`src/rtl/led_pattern_scheduler_pkg.sv`:
```
// Shared constants and types for the LED pattern scheduler.
package led_pattern_scheduler_pkg;

  localparam int PAT_W  = 32;
  localparam int SLOT_W = 5;
  localparam logic [SLOT_W-1:0] SLOT_LAST = 5'd31;

  typedef enum logic {
    ST_IDLE = 1'b0,
    ST_PLAY = 1'b1
  } state_e;

  // Index width for a set of n requesters, never narrower than one bit.
  function automatic int idx_width(input int n);
    return (n > 1) ? $clog2(n) : 1;
  endfunction

endpackage

```
`src/rtl/led_pattern_scheduler_tick_prescaler.sv`:
```
// Free-running clock divider: tick_o is high for one clock out of every DIV.
module led_pattern_scheduler_tick_prescaler #(
  parameter int DIV = 4
) (
  input  logic clk_i,
  input  logic rst_i,
  output logic tick_o
);

  localparam int CNT_W = (DIV > 1) ? $clog2(DIV) : 1;
  localparam logic [CNT_W-1:0] CNT_LAST = CNT_W'(DIV - 1);

  logic [CNT_W-1:0] cnt_q;
  logic [CNT_W-1:0] cnt_d;

  assign tick_o = (cnt_q == CNT_LAST);

  // Count up and wrap to zero on the tick cycle.
  always_comb begin
    cnt_d = tick_o ? '0 : cnt_q + CNT_W'(1);
  end

  // Divider counter register.
  always_ff @(posedge clk_i or posedge rst_i) begin
    if (rst_i) begin
      cnt_q <= '0;
    end else begin
      cnt_q <= cnt_d;
    end
  end

endmodule

```
`src/rtl/led_pattern_scheduler.sv`:
```
// Shares one LED among NUM_REQ requesters. Each accepted 32-slot pattern is
// played once, LSB first, one slot per prescaler tick; a heartbeat pattern
// loops whenever nothing is pending. Arbitration happens only at pattern
// boundaries (slot 31 tick), so no pattern is ever cut short.
//
//   state   | meaning
//   --------+-----------------------------------------------
//   ST_IDLE | looping IDLE_PATTERN, no owner
//   ST_PLAY | playing the pattern latched from owner_q
module led_pattern_scheduler
  import led_pattern_scheduler_pkg::*;
#(
  parameter int                NUM_REQ      = 2,
  parameter int                TICK_DIV     = 2097152,
  parameter logic [PAT_W-1:0]  IDLE_PATTERN = 32'h0000_0055
) (
  input  logic                       clk_i,
  input  logic                       rst_i,
  input  logic [NUM_REQ-1:0]         req_valid_i,
  input  logic [PAT_W*NUM_REQ-1:0]   req_pattern_i,
  output logic [NUM_REQ-1:0]         req_ready_o,
  output logic [NUM_REQ-1:0]         done_o,
  output logic                       busy_o,
  output logic                       led_o
);

  localparam int IDX_W = idx_width(NUM_REQ);
  localparam logic [IDX_W-1:0] IDX_LAST = IDX_W'(NUM_REQ - 1);

  logic              tick;
  logic              boundary;

  logic [SLOT_W-1:0] slot_q,   slot_d;
  logic [PAT_W-1:0]  shreg_q,  shreg_d;
  state_e            state_q,  state_d;
  logic [IDX_W-1:0]  owner_q,  owner_d;
  logic [IDX_W-1:0]  rr_ptr_q, rr_ptr_d;
  logic              busy_q,   busy_d;

  logic              grant_found;
  logic [IDX_W-1:0]  grant_idx;
  logic [PAT_W-1:0]  grant_pat;
  logic [IDX_W-1:0]  rr_next;

  led_pattern_scheduler_tick_prescaler #(
    .DIV (TICK_DIV)
  ) u_prescaler (
    .clk_i  (clk_i),
    .rst_i  (rst_i),
    .tick_o (tick)
  );

  assign boundary = tick && (slot_q == SLOT_LAST);

  // Round-robin search: first valid at or above rr_ptr, else first valid overall.
  always_comb begin
    grant_found = 1'b0;
    grant_idx   = '0;
    for (int i = 0; i < NUM_REQ; i++) begin
      if (!grant_found && req_valid_i[i] && (IDX_W'(i) >= rr_ptr_q)) begin
        grant_found = 1'b1;
        grant_idx   = IDX_W'(i);
      end
    end
    for (int i = 0; i < NUM_REQ; i++) begin
      if (!grant_found && req_valid_i[i]) begin
        grant_found = 1'b1;
        grant_idx   = IDX_W'(i);
      end
    end
  end

  // Select the winner's pattern and the pointer that follows it.
  always_comb begin
    grant_pat = '0;
    for (int i = 0; i < NUM_REQ; i++) begin
      if (IDX_W'(i) == grant_idx) begin
        grant_pat = req_pattern_i[PAT_W*i +: PAT_W];
      end
    end
    rr_next = (grant_idx == IDX_LAST) ? '0 : grant_idx + IDX_W'(1);
  end

  // Accept and completion pulses, both tied to the boundary tick.
  always_comb begin
    req_ready_o = '0;
    done_o      = '0;
    for (int i = 0; i < NUM_REQ; i++) begin
      req_ready_o[i] = boundary && grant_found && (grant_idx == IDX_W'(i));
      done_o[i]      = boundary && (state_q == ST_PLAY) && (owner_q == IDX_W'(i));
    end
  end

  // Next-state: shift within a pattern, reload from arbiter or heartbeat at the boundary.
  always_comb begin
    slot_d   = slot_q;
    shreg_d  = shreg_q;
    state_d  = state_q;
    owner_d  = owner_q;
    rr_ptr_d = rr_ptr_q;
    busy_d   = busy_q;
    if (tick) begin
      if (slot_q != SLOT_LAST) begin
        shreg_d = shreg_q >> 1;
        slot_d  = slot_q + SLOT_W'(1);
      end else if (grant_found) begin
        shreg_d  = grant_pat;
        slot_d   = '0;
        owner_d  = grant_idx;
        rr_ptr_d = rr_next;
        state_d  = ST_PLAY;
        busy_d   = 1'b1;
      end else begin
        shreg_d = IDLE_PATTERN;
        slot_d  = '0;
        state_d = ST_IDLE;
        busy_d  = 1'b0;
      end
    end
  end

  // Scheduler state registers; reset parks at slot 31 so the first tick reloads.
  always_ff @(posedge clk_i or posedge rst_i) begin
    if (rst_i) begin
      slot_q   <= SLOT_LAST;
      shreg_q  <= '0;
      state_q  <= ST_IDLE;
      owner_q  <= '0;
      rr_ptr_q <= '0;
      busy_q   <= 1'b0;
    end else begin
      slot_q   <= slot_d;
      shreg_q  <= shreg_d;
      state_q  <= state_d;
      owner_q  <= owner_d;
      rr_ptr_q <= rr_ptr_d;
      busy_q   <= busy_d;
    end
  end

  assign busy_o = busy_q;
  assign led_o  = shreg_q[0];

endmodule

```
`config.mk`:
```
export PLATFORM = sky130hd
export DESIGN_NAME = led_pattern_scheduler
export DESIGN_NICKNAME = d
export VERILOG_FILES = /design/src/rtl/led_pattern_scheduler_pkg.sv /design/src/rtl/led_pattern_scheduler_tick_prescaler.sv /design/src/rtl/led_pattern_scheduler.sv
export SDC_FILE = /design/constraint.sdc
export NUM_CORES = 1
export LEC_CHECK = 0
export ABC_AREA = 1
export BUFFER_PORTS_ARGS = -buffer_cell sky130_fd_sc_hd__clkbuf_2
export CAP_MARGIN = 20
export CORE_MARGIN = 2
export CORE_UTILIZATION = 55
export CTS_CLUSTER_SIZE = 30
export DETAILED_ROUTE_END_ITERATION = 10
export PLACE_DENSITY = 0.79
export SYNTH_ARGS = -nofsm -noshare
export SYNTH_HDL_FRONTEND = slang
export SYNTH_SLANG_ARGS = --single-unit
```
`constraint.sdc`:
```
create_clock -name clk_i -period 2.67 [get_ports clk_i]
set_input_delay 0.267 -clock clk_i [delete_from_list [all_inputs] [get_ports clk_i]]
set_output_delay 0.267 -clock clk_i [all_outputs]
set_load 0.005 [all_outputs]
```
---- Word-level counts from Yosys, hierarchy flattened ----
Index checks and enable logic that the tools add are counted.
cells by class
  muxes and demuxes ....................... 14
  equality and inequality tests ........... 3
  bitwise logic cells ..................... 3
  $lt $le $gt $ge ......................... 2
  reductions and logical operators ........ 17
  $add $sub $neg .......................... 3
operators with widths
  cell                                                      number
  two-way mux 32 bit                                        3
  adder 21 x 1 -> 21 bit (second input constant)            1
  == test 21 bit (second input constant)                    1
  two-way mux 21 bit                                        1
  logical AND 1 bit                                         12
  two-way mux 1 bit                                         9
  adder 5 x 1 -> 5 bit (second input constant)              1
  == test 5 bit (second input constant)                     1
  two-way mux 5 bit                                         1
  != test 5 bit (second input constant)                     1
  logical NOT 1 bit                                         3
  inverter 1 bit                                            3
  AND reduction 3 bit                                       1
  greater-or-equal comparator 1 bit (first input constant)  2
  AND reduction 2 bit                                       1
  adder 1 bit (second input constant)                       1
word-level totals
  word-level logic and storage cells ...... 48
  output and inout bits ................... 6
  flip-flop bits (word level) ............. 61

---- Logic depth before layout (Yosys ltp) ----
Gate-level depths: netlist of run 1.
  depth in word-level cells ............... 16
  gate-level depth with buffers ........... 12

---- Hierarchy ----
Synthesis of run 1 repeated with hierarchy kept, for this count alone.
unflattened totals
  cells, all modules ...................... 416
  area, all modules ....................... 3240.6 µm²
by module, submodules not included
  module                                seq. area each (µm²)  area each (µm²)  cells an instance  instances
  led_pattern_scheduler                 1007.2                2120.8           277                1
  led_pattern_scheduler_tick_prescaler  525.5                 1119.8           139                1

---- Worst setup path before layout of run 1 ----
Ideal clock, no wire load.
  path type ............................... reg-to-output
  start ................................... register slot_q[0]
  end ..................................... output req_ready_o[0]
  path buffers ............................ 2
  required time ........................... 2.403 ns
  arrival ................................. 1.741 ns
  cell stages (with the launch flop) ...... 11
  setup slack ............................. 0.662 ns
  cell sequence ........................... dfstp_2 -> ha_1 -> nand2_1 -> nor2_1 -> ha_1 -> clkbuf_2 -> inv_2 -> nor2_2 -> buf_2 -> nand4_1 -> inv_1
between the ends
  longest elaborated chain between the ends .. 4
ends and longest elaborated chain
  what                             line                          RTL
  start: declaration               led_pattern_scheduler.sv:33   logic [SLOT_W-1:0] slot_q, slot_d;
  start signal: assignment         led_pattern_scheduler.sv:132  slot_q <= slot_d;
  == test 5 bit                    led_pattern_scheduler.sv:53   assign boundary = tick && (slot_q == SLOT_LAST);
  logical AND 1 bit                led_pattern_scheduler.sv:53
  logical AND 1 bit (2 in series)  led_pattern_scheduler.sv:89   req_ready_o[i] = boundary && grant_found && (grant_idx == IDX_W'(i));
  end: declaration                 led_pattern_scheduler.sv:21   output logic [NUM_REQ-1:0] req_ready_o,
No other way between the ends.

---- Worst setup path after layout of run 1 ----
Ends and elaborated chain as after synthesis.

==> flow_summary.yaml, run 1 <==
power:
  p_leak_nw: 2.18
  pwr_density_cell_nw_per_um2: 425
  peakVddDrop_mv: 0.297
  finalPower_w: 0.00172
clock_tree:
  cts_buffers: 9
  cts_tree: "built"
  cts_num_sinks: 61
  cts_max_level: 3
  clock_tree.buffer_depth: 2
  insertion_delay_ns: 0.34
  root_buffer: "clkbuf_8"
  clkTransAtPathRegs_ns: 0.06
  post-cts-setup-buffers: 0
synthesis:
  ys_ff_latch: 61
  avgSynthCellArea_um2: 7.32
  ys_seq_area_frac: 0.437
  netlist_instances: 479
  synthesis.nets: 550
  synth_warnings: 0
  syn_area_um2: 3510
  synth.distinct_cells: 31
route:
  drt_pre_antenna_iters: 5
  wl_per_cell_um: 12.1
  ant_nets: 0
  wl_met1_um: 3390
  dr.first_iter.drc_count: 128
  routed-wl-met3_um: 416
  drt-total-wl_um: 7650
  route.met2.wl_um: 3710
  drc: 0
  via_count: 3187
  viasPerCell: 5.03
  highest_layer: "met4"
placed_design:
  gp_congestion: 0.879
  dp.final_hpwl_um: 5430
  dp_cells: 616
  io_buffers: 73
flow_run:
  max_cap_viol_count: 0
die:
  die_area_um2: 7030
  fp.dieW_um: 83.8
  fp-row-count: 29
  coreArea_um2: 6240
  die_y_um: 83.8
  start_util: 0.562
  ios: 74
worst_setup_path:
  end_kind: "output pin"
  critical_path_class: "reg2out"
  crit_arrival_ns: 2.11
  cp-start-kind: "register"
  crit_start: "slot_q[0]$_DFFE_PP1N_"
  crit_chain: "ha_1, nand2_1, nor2_1, ha_1, inv_4, nor2_2, nand4_1, inv_1, clkbuf_2"
  slowest_delay_ns: 0.55
  cp_common_cell: "ha_1"
  critPathMaxFanout: 30
  critPathSlowestCell: "dfstp_2"
  reg2reg_from: "slot_q[0]$_DFFE_PP1N_"
  required_ns: 2.40
timing:
  drv_slew: 0
  rsz0062_at_grt: "false"
  finalCritPeriodShare: 0.889
  worstMarginPinSlew_ns: 0.444
  fin_tns_setup_ns: 0
  fin_crit_ns: 2.37
  hold_viol_final: 0
  setup_viol: 0
  fmax_mhz: 421
  slew-limit-headroom: 0.704
  clock_skew_ns: 0.00809
  fin_hold_ws_ns: 0.275
global_route:
  grt_max_degree: 41
  grt_pass1_wl_um: 13400
  grt_pass1_vias: 3043
  antenna_found_initial: 0
  grt_usage: 0.238
  overflow: 0
layout:
  drive_above_1_share: 0.216
  final_core_util: 0.648
  fin_cells: 633
  finalNetCount: 622
  area_delta_synth_final_pct: 15.4
  diodes: 0
min_path:
  min_from: "req_pattern_i[56]"
  hold_path.class: "in2reg"
status:
  status: "completed"
per-layer routing:
metal  GRT usage  vias to the layer above
li1            -                     1646
met1       0.297                     1440
met2       0.395                       88
met3      0.0663                       13
met4      0.0894                        0
met5           0                        -
power breakdown:
| part | switching (W) | total, W | internal [W] |
|---|---|---|---|
| Combinational | 0.0000518 | 0.0000976 | 0.0000458 |
| Sequential | 0 | 0.000925 | 0.000925 |
| Clock | 0.000338 | 0.000698 | 0.000360 |
| Total | 0.000390 | 0.00172 | 0.00133 |
state kept, by name, indices dropped and copies added, names as in the netlist:
name               flops
busy_o                 1
owner_q                1
rr_ptr_q               1
shreg_q               32
slot_q                 5
u_prescaler.cnt_q     21
path summary, 6_finish.rpt:
check | end | slack, ns | depth (start not counted)
setup / recovery | req_ready_o[0] | 0.30 | 9
hold / removal | shreg_q[24]$_DFFE_PP0N_ | 0.28 | 5
setup reg to reg | shreg_q[18]$_DFFE_PP0N_ | 0.45 | 11
hold reg to reg | shreg_q[3]$_DFFE_PP0N_ | 0.48 | 2
max in group asynchronous | slot_q[4]$_DFFE_PP1N_ | 1.64 | 4
min in group asynchronous | u_prescaler.cnt_q[15]$_DFF_PP0_ | 0.40 | 3
critical path: cells and delay by family, from the launching register on:
family	cells	cell delay, ns
AND/OR/NAND/NOR	4	0.46
flip-flops	1	0.55
buffers and inverters	3	0.35
adder cells (fa/ha/maj)	2	0.40
synth_stat cells, drive strengths merged:
cell type / count / share of area
nand2: 193 / 0.21
nor2: 66 / 0.079
o21ai: 64 / 0.096
dfrtp: 56 / 0.40
inv: 31 / 0.033
buf: 14 / 0.036
nand3: 14 / 0.025
xor2: 11 / 0.027
clkbuf: 6 / 0.0068
nand4: 6 / 0.011
dfstp: 5 / 0.037
ha: 3 / 0.011
nor3: 3 / 0.011
xnor2: 3 / 0.0075
a21oi: 1 / 0.0014
clkinv: 1 / 0.0025
o211ai: 1 / 0.0021
or2: 1 / 0.0018
area by class of cell:
class / count / area [µm²]
fill: 573 / 2190
multi-input combinational: 366 / 1700
sequential: 61 / 1530
timing repair buffer: 81 / 428
clock buffer: 14 / 153
inverter: 32 / 128
tap: 77 / 96.3
clock inverter: 2 / 10.0
metrics by stage:
step / cell area (µm²) / worst slack, ns
floorplan: 3510 / 0.662
global placement: 3870 / 0.478
detailed placement: 3870 / 0.399
CTS: 4040 / 0.181
global route: 4050 / 0.0769
finish: 4050 / 0.297
repair_timing:
action | 4_1_cts | 5_1_grt
gates resized for setup | 0 | 2
hold buffers | 1 | 0
endpoints found under the hold margin | 11 | 0
setup endpoints to repair | 0 | 1
cells by family (layout without fill, tap and decap cells):
group | after synthesis | after routing | synth area share
AND/OR/NAND/NOR | 283 | 283 | 0.340
AO/OA/AOI/OAI | 66 | 66 | 0.0992
flip-flops | 61 | 61 | 0.437
buffers and inverters | 52 | 129 | 0.0782
XOR/XNOR | 14 | 14 | 0.0350
adder cells (fa/ha/maj) | 3 | 3 | 0.0107
cell usage in the layout (no fill, tap or decap), drive strengths merged:
master       count
dfstp            5
inv             31
nor3             3
nand3           14
dfrtp           56
nand4            6
a21oi            1
o21ai           64
xnor2            3
ha               3
xor2            11
or2              1
buf              7
nor2            66
o211ai           1
clkbuf          87
dlygate4sd3      1
clkinv           3
nand2          193
No activity file was read; power rests on OpenSTA's default activity.
==> run 2, diff against run 1 <==
--- a/config.mk
+++ b/config.mk
@@ -12,7 +12,7 @@
 export CORE_UTILIZATION = 55
 export CTS_CLUSTER_SIZE = 30
 export DETAILED_ROUTE_END_ITERATION = 10
-export PLACE_DENSITY = 0.79
+export PLACE_DENSITY_LB_ADDON = 0.25
 export SYNTH_ARGS = -nofsm -noshare
 export SYNTH_HDL_FRONTEND = slang
 export SYNTH_SLANG_ARGS = --single-unit
==> run 2 against run 1 <==
Net effect: final cell count increased by 0.16%; non-clock buffer count increased by 1; sequential share of layout area down 0.14 points; clock skew is 0.0043 ns higher; largest power group unchanged.
==> flow_summary.yaml, run 2 (synthesis gave the netlist of run 1 again) <==
clock_tree:
  cts_max_level: 3
  cts_num_sinks: 61
  cts_buffers: 9
  cts_resized: 0
  root_buffer: "clkbuf_8"
  clkTransAtPathRegs_ns: 0.06
  clock_tree.buffer_depth: 2
  insertion_delay_ns: 0.34
  cts_tree: "built"
layout:
  area_delta_synth_final_pct: 15.8
  drive_above_1_share: 0.219
  diodes: 0
  reg_top3: "shreg_q: 32 flops, u_prescaler.cnt_q: 21 flops, slot_q: 5 flops"
  multi_input_area_um2: 1700
  largest-register: "shreg_q"
  seqCellArea_um2: 1530
  fillCellCount: 551
  final_cell_mix: "nand2_1, clkbuf_2, nor2_1"
  layout_commonest_cell: "nand2_1"
  finalNetCount: 623
  largest_reg_flops: 32
timing:
  slew-limit-headroom: 0.650
  clock_skew_ns: 0.0124
  fin_ws_ns: 0.441
  setup_viol: 0
  fmax_mhz: 449
  fin_tns_setup_ns: 0
  rsz0062_at_grt: "false"
  fin_crit_ns: 2.23
  worstMarginPinSlew_ns: 0.525
  hold_viol_final: 0
  drv_slew: 0
  finalCritPeriodShare: 0.835
worst_setup_path:
  crit_arrival_ns: 1.96
  critPathMaxFanout: 4
  cp-start-kind: "register"
  required_ns: 2.40
  end_kind: "output pin"
  critical_path_class: "reg2out"
route:
  drt_pre_antenna_iters: 4
  via_count: 3246
  dr.first_iter.drc_count: 93
  route.met2.wl_um: 3890
  wl_per_cell_um: 12.3
  drc: 0
  wl_met1_um: 3360
  drt-total-wl_um: 7810
  viasPerCell: 5.12
  routed-wl-met3_um: 421
  highest_layer: "met4"
  ant_nets: 0
global_route:
  grt_max_degree: 41
  antenna_found_initial: 0
  grt_pass1_vias: 3142
  grt_usage: 0.238
  overflow: 0
  grt_pass1_wl_um: 13600
die:
  fp.dieW_um: 83.8
  fp-row-count: 29
  die_area_um2: 7030
  die_y_um: 83.8
  ios: 74
  coreArea_um2: 6240
  start_util: 0.562
placed_design:
  io_buffers: 73
  post-place-ws_ns: 0.638
  gp_congestion: 0.854
  dp.final_hpwl_um: 5390
power:
  pwr_density_cell_nw_per_um2: 431
  finalPower_w: 0.00175
  peakVddDrop_mv: 0.266
  p_leak_nw: 2.19
flow_run:
  max_cap_viol_count: 0
min_path:
  hold_path.class: "in2reg"
status:
  status: "completed"
-- run 2: cell types whose count changed in the layout (fill, tap and decap cells not counted) --
cell | previous run | this run
buf_4 | 7 | 8
clkbuf_1 | 4 | 3
clkbuf_8 | 10 | 11
inv_2 | 2 | 3
inv_4 | 1 | 0
-- run 2: layer usage --
metal	up-vias	track usage
li1	1651	-
met1	1490	0.298
met2	90	0.404
met3	15	0.0485
met4	0	0.0968
met5	-	0
-- run 2: per-stage QoR --
step                      instance area [µm²]  std cells  hold slack, ns  utilization
after floorplan                          3510        479           0.444            -
after global placement                   3880        617           0.324        0.621
after detailed placement                 3880        617           0.337        0.621
final                                    4060        634           0.282        0.651
after global routing                     4060        634           0.295        0.651
after CTS                                4060        634           0.271        0.651
-- run 2: area by class of cell --
cell class / count / area share
multi-input combinational: 366 / 0.418
inverter: 32 / 0.0308
timing repair buffer: 82 / 0.107
clock buffer: 14 / 0.0400
sequential: 61 / 0.377
tap: 77 / 0.0237
clock inverter: 2 / 0.00246
-- run 2: where the power goes --
group          leakage (nW)  switching [W]  internal [W]
clock network        0.0905       0.000343      0.000386
registers             0.637              0      0.000925
logic                  1.46      0.0000524     0.0000459
total                  2.19       0.000395       0.00136
-- run 2: worst paths after layout --
kind	start	to	slack [ns]	cells past startpoint
max in group asynchronous	rst_i	slot_q[2]$_DFFE_PP1N_	1.47	4
min in group asynchronous	rst_i	u_prescaler.cnt_q[7]$_DFF_PP0_	0.51	3
worst min register to register	shreg_q[27]$_DFFE_PP0N_	shreg_q[27]$_DFFE_PP0N_	0.48	2
worst max register to register	slot_q[0]$_DFFE_PP1N_	shreg_q[3]$_DFFE_PP0N_	0.59	11
worst min-delay path	req_pattern_i[31]	shreg_q[31]$_DFFE_PP0N_	0.28	5
worst max-delay path	slot_q[0]$_DFFE_PP1N_	req_ready_o[0]	0.44	9
-- run 2: what timing repair did --
action	CTS	global route
hold buffers	1	0
hold endpoints to repair	24	0
setup endpoints to repair	0	0
setup buffers	0	0
-- run 2: critical path, cell delays in order, from the launching register on --
cell	delay [ns]
dfstp_2	0.55
ha_1	0.19
nand2_1	0.06
nor2_1	0.09
ha_1	0.18
inv_2	0.05
nor2_2	0.13
nand4_1	0.16
inv_1	0.11
clkbuf_2	0.11
==> run 3, diff against run 2 <==
--- a/config.mk
+++ b/config.mk
@@ -5,11 +5,11 @@
 export SDC_FILE = /design/constraint.sdc
 export NUM_CORES = 1
 export LEC_CHECK = 0
-export ABC_AREA = 1
+export ABC_AREA = 0
 export BUFFER_PORTS_ARGS = -buffer_cell sky130_fd_sc_hd__clkbuf_2
 export CAP_MARGIN = 20
 export CORE_MARGIN = 2
-export CORE_UTILIZATION = 55
+export CORE_UTILIZATION = 54
 export CTS_CLUSTER_SIZE = 30
 export DETAILED_ROUTE_END_ITERATION = 10
 export PLACE_DENSITY_LB_ADDON = 0.25
==> constraint.sdc (replaced) <==
create_clock -name clk_i -period 2.2 [get_ports clk_i]
set_input_delay 0.22 -clock clk_i [delete_from_list [all_inputs] [get_ports clk_i]]
set_output_delay 0.22 -clock clk_i [all_outputs]
set_load 0.005 [all_outputs]
==> run 3 against run 2 <==
Net effect: the run now ends with negative setup slack left; sequential power grew 22%; final cell count down 22%; clock-buffer cell count is the same; largest cell class unchanged; synthesized cell count is 32% lower; final area is 0.49% lower; non-clock buffer count increased by 20; global-route usage increased by 1.0 points; sequential cell count did not move.
==> flow_summary.yaml, run 3 <==
global_route:
  gr-max-usage-layer: "met2"
  grt_max_degree: 62
  overflow: 0
  met2_usage: 0.390
  grt_usage: 0.249
  grt_pass1_wl_um: 12700
  gr-usage-met1: 0.344
  grt.met3_usage: 0.0389
  grt_pass1_vias: 2733
  antenna_found_initial: 0
layout:
  final_cell_mix: "clkbuf_2, dfrtp_1, o21ai_0"
  reg_top3: "shreg_q: 32 flops, u_prescaler.cnt_q: 21 flops, slot_q: 5 flops"
  multi_input_area_um2: 1610
  fillCellCount: 475
  area_delta_synth_final_pct: 25.9
  drive_above_1_share: 0.336
  finalNetCount: 489
  largest_reg_flops: 32
  diodes: 0
  largest-register: "shreg_q"
  seqCellArea_um2: 1530
  layout_commonest_cell: "clkbuf_2"
worst_setup_path:
  cp_common_cell: "ha_4"
  cpLargestDelayFamily: "flip-flops"
  crit-reg2reg-capture: "busy_o$_DFFE_PP0P_"
  reg2reg_from: "u_prescaler.cnt_q[14]$_DFF_PP0_"
  path_buf_inv: 2
  r2r_slack_ns: 0.13
  required_ns: 1.98
  critPathMaxFanout: 8
  critPathSlowestCell: "dfstp_2"
  end_kind: "output pin"
  crit_chain: "ha_4, and3_4, ha_4, clkinvlp_4, nor4_2, buf_2"
  crit_arrival_ns: 1.99
  crit_start: "slot_q[0]$_DFFE_PP1N_"
  slowest_delay_ns: 0.58
  critical_path_class: "reg2out"
  cp-start-kind: "register"
  reg2reg_depth: 5
clock_tree:
  clock_tree.buffer_depth: 2
  holdBufCountCts: 0
  insertion_delay_ns: 0.33
  cts_buffers: 9
  cts_max_level: 3
  root_buffer: "clkbuf_8"
  clkTransAtPathRegs_ns: 0.06
  cts_num_sinks: 61
  cts_tree: "built"
synthesis:
  async_flop_share: 1.00
  synth-edff-count: 0
  synthesis.nets: 399
  avgSynthCellArea_um2: 9.78
  ys_seq_area_frac: 0.478
  synthTopCellsByCount: "dfrtp_1, o21ai_0, o21ai_1, nor2b_1, a221oi_1"
  synth_warnings: 0
  yosysMostFrequentCell: "dfrtp_1"
  synth_flop_cell: "dfrtp_1"
  netlist_instances: 328
  synth_top_area_cell: "dfrtp_1"
  synth.area.top_cells: "dfrtp_1, a221oi_1, nor2b_1, o21ai_0, o21ai_1"
  synth.distinct_cells: 45
  syn_area_um2: 3210
  yosys.area.top_type_share: 0.437
  ys_ff_latch: 61
timing:
  worstMarginPinSlew_ns: 0.769
  clock_skew_ns: 0.00671
  setup_viol: 1
  fmax_mhz: 453
  hold_viol_final: 0
  fin_crit_ns: 2.21
  slew-limit-headroom: 0.487
  drv_slew: 0
  finalCritPeriodShare: 1.00
  fin_tns_setup_ns: -0.00614
  rsz0062_at_grt: "true"
  fin_ws_ns: -0.00614
route:
  viasPerCell: 5.77
  drc: 0
  drt_pre_antenna_iters: 4
  via_count: 2868
  drt-total-wl_um: 7700
  wl_per_cell_um: 15.5
  dr.first_iter.drc_count: 192
  ant_nets: 0
placed_design:
  gp_congestion: 0.840
  dp.final_hpwl_um: 5100
  post-place-ws_ns: 0.119
  io_buffers: 73
power:
  p_leak_nw: 1.70
  peakVddDrop_mv: 0.352
  pwr_density_cell_nw_per_um2: 527
die:
  coreArea_um2: 5820
  fp.dieW_um: 81.1
  die_y_um: 81.1
  fp-row-count: 28
  start_util: 0.552
  die_area_um2: 6580
  ios: 74
flow_run:
  max_cap_viol_count: 0
min_path:
  hold_path.class: "in2async"
status:
  failed_checks: "negative setup slack"
  status: "complete, but fails checks"
run 3: cell types whose count changed after synthesis, sizes merged, moves of 4 or more:
cell,change
nor2,-51
a221oi,+27
and3,+4
nor4,+8
or2,+4
nand2,-185
xor2,-9
buf,-7
nor2b,+28
xnor2,+11
inv,-23
clkbuf,+10
o221ai,+4
run 3: worst min-delay path: stages:
cell and delay (ns):
clkbuf_2 0.08, inv_2 0.03, buf_4 0.60
run 3: per-layer routing:
metal,up-vias,wire [µm]
li1,1392,-
met1,1389,3480
met2,74,3740
met3,13,334
met4,0,144
met5,-,0
run 3: logic make-up (layout without fill, tap and decap cells):
| family | count (synthesis) | count (layout) | synth area share |
|---|---|---|---|
| buffers and inverters | 31 | 125 | 0.0472 |
| adders and majority gates | 3 | 3 | 0.0117 |
| muxes | 5 | 5 | 0.0187 |
| AOI/OAI and AO/OA | 108 | 108 | 0.215 |
| xor gates and xnor gates | 16 | 16 | 0.0437 |
| and+or+nand+nor | 104 | 104 | 0.186 |
| DFF | 61 | 61 | 0.478 |
run 3: worst max-delay path by stage:
| stage | endpoint | slack (ns) | depth (start not counted) |
|---|---|---|---|
| after floorplan | req_ready_o[0] | 0.06 | 8 |
| after global placement | busy_o$_DFFE_PP0P_ | 0.16 | 5 |
| after detailed placement | shreg_q[2]$_DFFE_PP0N_ | 0.12 | 7 |
| after CTS | done_o[1] | 0.005 | 6 |
| after global routing | done_o[1] | -0.10 | 6 |
| final | done_o[1] | -0.006 | 6 |
run 3: power breakdown:
group	switching (W)	internal, W
clock network	0.000407	0.000494
logic	0.0000490	0.0000503
registers	0.00000233	0.00113
run 3: repair_timing:
action	CTS	global route
setup buffers	6	6
pin swaps	6	6
gates resized for setup	7	10
setup endpoints to repair	4	21
gates cloned	0	0
run 3: per-stage QoR:
stage          hold WS (ns)  total power, W   util  cell area, µm²  instances
6_report             0.0919         0.00213  0.695            4040        497
5_1_grt               0.175         0.00220  0.695            4040        497
4_1_cts               0.117         0.00214  0.678            3950        491
3_5_place_dp          0.465         0.00125  0.635            3690        471
3_3_place_gp          0.458         0.00125  0.635            3690        471
2_1_floorplan         0.386         0.00117      -            3210        328
run 3: cell type report:
type,instances,share of cell area
tap,75,0.0232
sequential,61,0.379
clock buffer,14,0.0427
timing repair buffer,102,0.147
clock inverter,1,0.00124
multi-input combinational,236,0.398
inverter,8,0.00836
